$ cat config.mk
export PLATFORM = sky130hd
export DESIGN_NAME = tt04_adge28
export DESIGN_NICKNAME = d
export VERILOG_FILES = /design/src/rtl/tt04_adge28.sv
export SDC_FILE = /design/constraint.sdc
export NUM_CORES = 1
export LEC_CHECK = 0
export BUFFER_PORTS_ARGS = -buffer_cell sky130_fd_sc_hd__buf_2
export CAP_MARGIN = 25
export CORE_MARGIN = 1
export CORE_UTILIZATION = 62
export CTS_CLUSTER_DIAMETER = 40
export DETAILED_ROUTE_END_ITERATION = 16
export GPL_ROUTABILITY_DRIVEN = 0
export PLACE_DENSITY = 0.82
export SLEW_MARGIN = 20
export SYNTH_ARGS = -nofsm -noshare
export SYNTH_HDL_FRONTEND = slang
export SYNTH_SLANG_ARGS = --single-unit
$ cat constraint.sdc
create_clock -name clk -period 4.9 [get_ports clk]
set_input_delay 1.47 -clock clk [delete_from_list [all_inputs] [get_ports clk]]
set_output_delay 1.47 -clock clk [all_outputs]
set_load 0.1 [all_outputs]
$ cat src/rtl/tt04_adge28.sv
// rtl/tt04_adge28.sv - 4-bit accumulator CPU with serially loaded 16x5 program
// A program is written one word per enable edge, then executed at one instruction per clock.
module tt04_adge28 (
    input  logic       clk,
    input  logic       clear,
    input  logic       enable,
    input  logic [4:0] instruc,
    output logic [7:0] port_1
);

    typedef enum logic {
        MODE_LOAD = 1'b0,
        MODE_RUN  = 1'b1
    } mode_t;

    mode_t      r_mode;
    mode_t      w_mode_next;

    logic [3:0] r_wr_ptr;
    logic [3:0] r_pc;
    logic [3:0] r_a;
    logic [3:0] r_b;
    logic [3:0] r_out;
    logic       r_halted;
    logic       r_en_q;
    logic [4:0] r_prog [16];
    logic [3:0] r_ram  [4];

    logic       w_wr_stb;
    logic       w_exec;
    logic [4:0] w_instr;
    logic [3:0] w_a_next;
    logic [3:0] w_b_next;
    logic [3:0] w_out_next;
    logic       w_halt_set;
    logic       w_ram_we;

    assign w_wr_stb = enable & ~r_en_q & (r_mode == MODE_LOAD);
    assign w_exec   = (r_mode == MODE_RUN) & ~r_halted;
    assign w_instr  = r_prog[r_pc];

    always_ff @(posedge clk) begin
        if (clear) begin
            r_mode <= MODE_LOAD;
        end else begin
            r_mode <= w_mode_next;
        end
    end

    // Leaving LOAD happens only on the write that fills the last program slot.
    always_comb begin
        w_mode_next = r_mode;
        case (r_mode)
            MODE_LOAD: if (w_wr_stb && (r_wr_ptr == 4'hF)) w_mode_next = MODE_RUN;
            MODE_RUN:  w_mode_next = MODE_RUN;
            default:   w_mode_next = MODE_LOAD;
        endcase
    end

    always_comb begin
        w_a_next   = r_a;
        w_b_next   = r_b;
        w_out_next = r_out;
        w_halt_set = 1'b0;
        w_ram_we   = 1'b0;
        if (w_instr[4]) begin
            w_a_next = w_instr[3:0];
        end else begin
            case (w_instr[3:2])
                2'b00: begin
                    case (w_instr[1:0])
                        2'b01:   w_b_next   = r_a;
                        2'b10:   w_out_next = r_a;
                        2'b11:   w_halt_set = 1'b1;
                        default: ;
                    endcase
                end
                2'b01: begin
                    case (w_instr[1:0])
                        2'b00:   w_a_next = r_a + r_b;
                        2'b01:   w_a_next = r_a - r_b;
                        2'b10:   w_a_next = r_a & r_b;
                        default: w_a_next = r_a ^ r_b;
                    endcase
                end
                2'b10:   w_ram_we = 1'b1;
                default: w_a_next = r_ram[w_instr[1:0]];
            endcase
        end
    end

    always_ff @(posedge clk) begin
        if (clear) begin
            r_wr_ptr <= 4'h0;
            r_pc     <= 4'h0;
            r_a      <= 4'h0;
            r_b      <= 4'h0;
            r_out    <= 4'h0;
            r_halted <= 1'b0;
            r_en_q   <= 1'b0;
            for (int i = 0; i < 16; i++) r_prog[i] <= 5'b00000;
            for (int i = 0; i < 4; i++)  r_ram[i]  <= 4'h0;
        end else begin
            r_en_q <= enable;
            if (w_wr_stb) begin
                r_prog[r_wr_ptr] <= instruc;
                r_wr_ptr         <= r_wr_ptr + 4'd1;
                if (r_wr_ptr == 4'hF) r_pc <= 4'h0;
            end
            if (w_exec) begin
                r_a   <= w_a_next;
                r_b   <= w_b_next;
                r_out <= w_out_next;
                if (w_ram_we) r_ram[w_instr[1:0]] <= r_a;
                // HALT keeps pc on its own address so port_1 shows where it stopped.
                if (w_halt_set) r_halted <= 1'b1;
                else            r_pc     <= r_pc + 4'd1;
            end
        end
    end

    assign port_1 = {r_out, (r_mode == MODE_RUN) ? r_pc : r_wr_ptr};

endmodule

==> flow_summary.toml <==
[critical_path]
path_buf_inv = 1
cp_max_fo = 19
start_kind = "register"
critical_path_class = "register to register"
cp.required_ps = 5300
cp-end-kind = "register"
crit_path_max_incr_delay_ps = 850
path_depth = 14
r2r_cells = 14
cpMaxStageDelayCell = "dfxtp_1"
cp.arrival_ps = 4570
path_cells = "nor2b_1, a221oi_2, a22oi_4, nand3_4, o21ai_0, inv_1, ha_1, nor2b_1, o21a_1, or3_1, a211oi_1, o21ai_0, a31oi_1, o211ai_1"
crit_family = "compound AO/OA/AOI/OAI gates"

[clock_network]
hold_buffers = 0
cts_buffers = 17
ctsLongestPathBuffers = 2
htreeDepth = 4
root_buffer = "clkbuf_8"
post_cts_resized = 0
insertion_delay_ps = 520
cts_tree = "yes"
cts.sinks = 119
clk_pin_slew_ps = 60
cts_setup_buffers = 0

[floorplanning]
rows = 35
core_sq_mm = 0.00937
die_x_microns = 101
start_util_pct = 64.8
io_pins = 16
die_y_microns = 101
die_area_sq_mm = 0.0102

[logic_synthesis]
postSynthCellCount = 498
synth_top_area_cell = "edfxtp_1"
synth_most_common_cell = "edfxtp_1"
synth_top_family_by_area = "simple AND/OR/NAND/NOR gates"
synth_edf_count = 96
synth.net_count = 520
synthArstFlopShare_pct = 0
ys_ff_latch = 119
synth_commonest_cells = "edfxtp_1 (96), and2_1 (83), nor2_1 (44)"
synth_compound_area_share_pct = 8.84
avgSynthCellArea_sq_um = 12.2
muxShareOfSynthArea_pct = 10.6
syn_area_sq_mm = 0.00607
yosysWarnings = 0
synth_flop_cell = "edfxtp_1"
yosysSeqAreaShare_pct = 55.1
yosys.area.top_type_share_pct = 47.5
synth_area_leaders = "edfxtp_1 (47%), and2_1 (8.6%), dfxtp_1 (7.6%), mux4_2 (5.6%), mux2i_1 (4.1%)"
synthXorXnorAreaFrac_pct = 1.01
synth_cell_types = 60
yosys.area_share.simple_pct = 18.8
yosys.area_share.adder_pct = 3.01

[timing]
whs_ps = 494
fmax_ghz = 0.240
min_period_ps = 4170
maxSlewViolCount = 0
fin_setup_tns_ps = 0
worst_slack_ps = 725
rsz0062_at_grt = "false"
tightestPinTransition_ps = 978
setup_viol = 0
final_hold_viol_count = 0
fin_skew_ps = 7.68
period_share_pct = 85.2
slew_headroom_pct = 34.1

[cells_and_area]
fin_cells = 653
num-fill-cells = 619
drive_gt1_share_pct = 16.2
nNetsFinal = 533
utilization_pct = 73.4
n_antenna_cell = 0
area_growth_pct = 13.2

[detailed_routing]
drc = 0
drt-initial-drc-count = 385
viasPerCell = 6.30
ant_nets = 0
drtPass1Iterations = 5
vias = 4115
wl_mm = 14.1
wl_per_cell_microns = 21.5

[global_route]
grt_pass1_wl_mm = 22.1
grt_pass1_vias = 4142
grt_max_degree = 30
antenna_found_initial = 0
grt.overflow.total = 0
track_usage_pct = 30.2

[power]
p_sw_share_pct = 21.8
pwr-share-seq_pct = 42.4
clkPwrFrac_pct = 52.3
leakage_nw = 2.48
ir_drop_uv = 253
p_sw_mw = 0.586
p_per_area_mw_per_mm2 = 391
power_frac_comb_pct = 5.3
p_int_mw = 2.10

[placed_design]
post-place-ws_ps = 842
place_inst = 621
port-buffer-count = 15
hpwl_mm = 9.01

[hold_path]
whs_path_depth = 2
hp-class = "register to register"

[outcome]
outcome = "finished clean"

[job]
drv_cap = 0
==> tightest hold or removal path: stages, from the launching register on <==
cell and delay [ps]:
dfxtp_1 320, mux2i_1 60, nor2_1 70
==> sequential cells by signal, summed over array words and instances (netlist names) <==
register  flops
r_prog       80
r_ram        16
r_a           4
r_b           4
r_out         4
r_pc          4
r_wr_ptr      4
r_en_q        1
r_halted      1
r_mode        1
==> area by class of cell <==
cell class              count  area, sq um  share of cell area, %
repair buffers             18         97.6                   1.42
multi-input cells         343         2560                   37.3
flip-flops and latches    119         3340                   48.6
inverters                  12         45.0                  0.655
clock inverters            14          248                   3.60
well taps                 129          161                   2.35
clock buffers              18          418                   6.08
==> power by group through the flow <==
stage	Clock, mW	Combinational, mW	Sequential [mW]
3_5_place_dp	0	0.138	1.16
3_3_place_gp	0	0.134	1.16
5_1_grt	1.45	0.152	1.14
4_1_cts	1.41	0.140	1.14
2_1_floorplan	0	0.102	1.15
6_report	1.41	0.141	1.14
==> cells by family after synthesis <==
| group | count (synthesis) |
|---|---|
| simple gates | 203 |
| flops | 119 |
| buf+inv | 36 |
| xor+xnor | 7 |
| fa+ha+maj | 14 |
| mux | 45 |
| compound gates | 74 |
==> layer usage <==
metal  track usage, %  vias to the layer above  part of all wire [%]
li1                 -                     1857                     -
met1             37.4                     2022                    39
met2             49.4                      189                    50
met3             7.56                       47                   7.4
met4             15.7                        0                   4.0
met5                0                        -                     0
==> metrics by stage <==
| step | instance area, sq um | power [mW] |
|---|---|---|
| 2_1_floorplan | 6070 | 1.25 |
| 3_5_place_dp | 6210 | 1.30 |
| 5_1_grt | 6880 | 2.75 |
| 6_report | 6880 | 2.69 |
| 4_1_cts | 6880 | 2.69 |
| 3_3_place_gp | 6210 | 1.29 |
==> path summary, 6_finish.rpt <==
check                                 to  slack (ps)     start
worst min register to register  r_out[2]         490  r_out[2]
worst min-delay path            r_out[2]         490  r_out[2]
worst max register to register    r_a[3]         730   r_pc[2]
worst max-delay path              r_a[3]         730   r_pc[2]
==> cells in the final DEF (no fill, tap or decap), drive strengths merged, types with 3 or more instances in the layout <==
cell and instances:
dfxtp 23, a22oi 3, mux4 15, inv 14, nand2b 5, o21ai 28
mux2i 25, or2 6, and2 85, a221oi 7, bufinv 6, nand3 5
xor2 6, clkbuf 18, nor4 4, edfxtp 96, nor3 13, a31oi 3
mux2 5, nand2 22, nand4 6, nor2b 5, ha 13, o21a 4
clkinv 4, buf 18, nor2 44, nor3b 4, a21oi 9
Power figures use the tool's default switching activity.
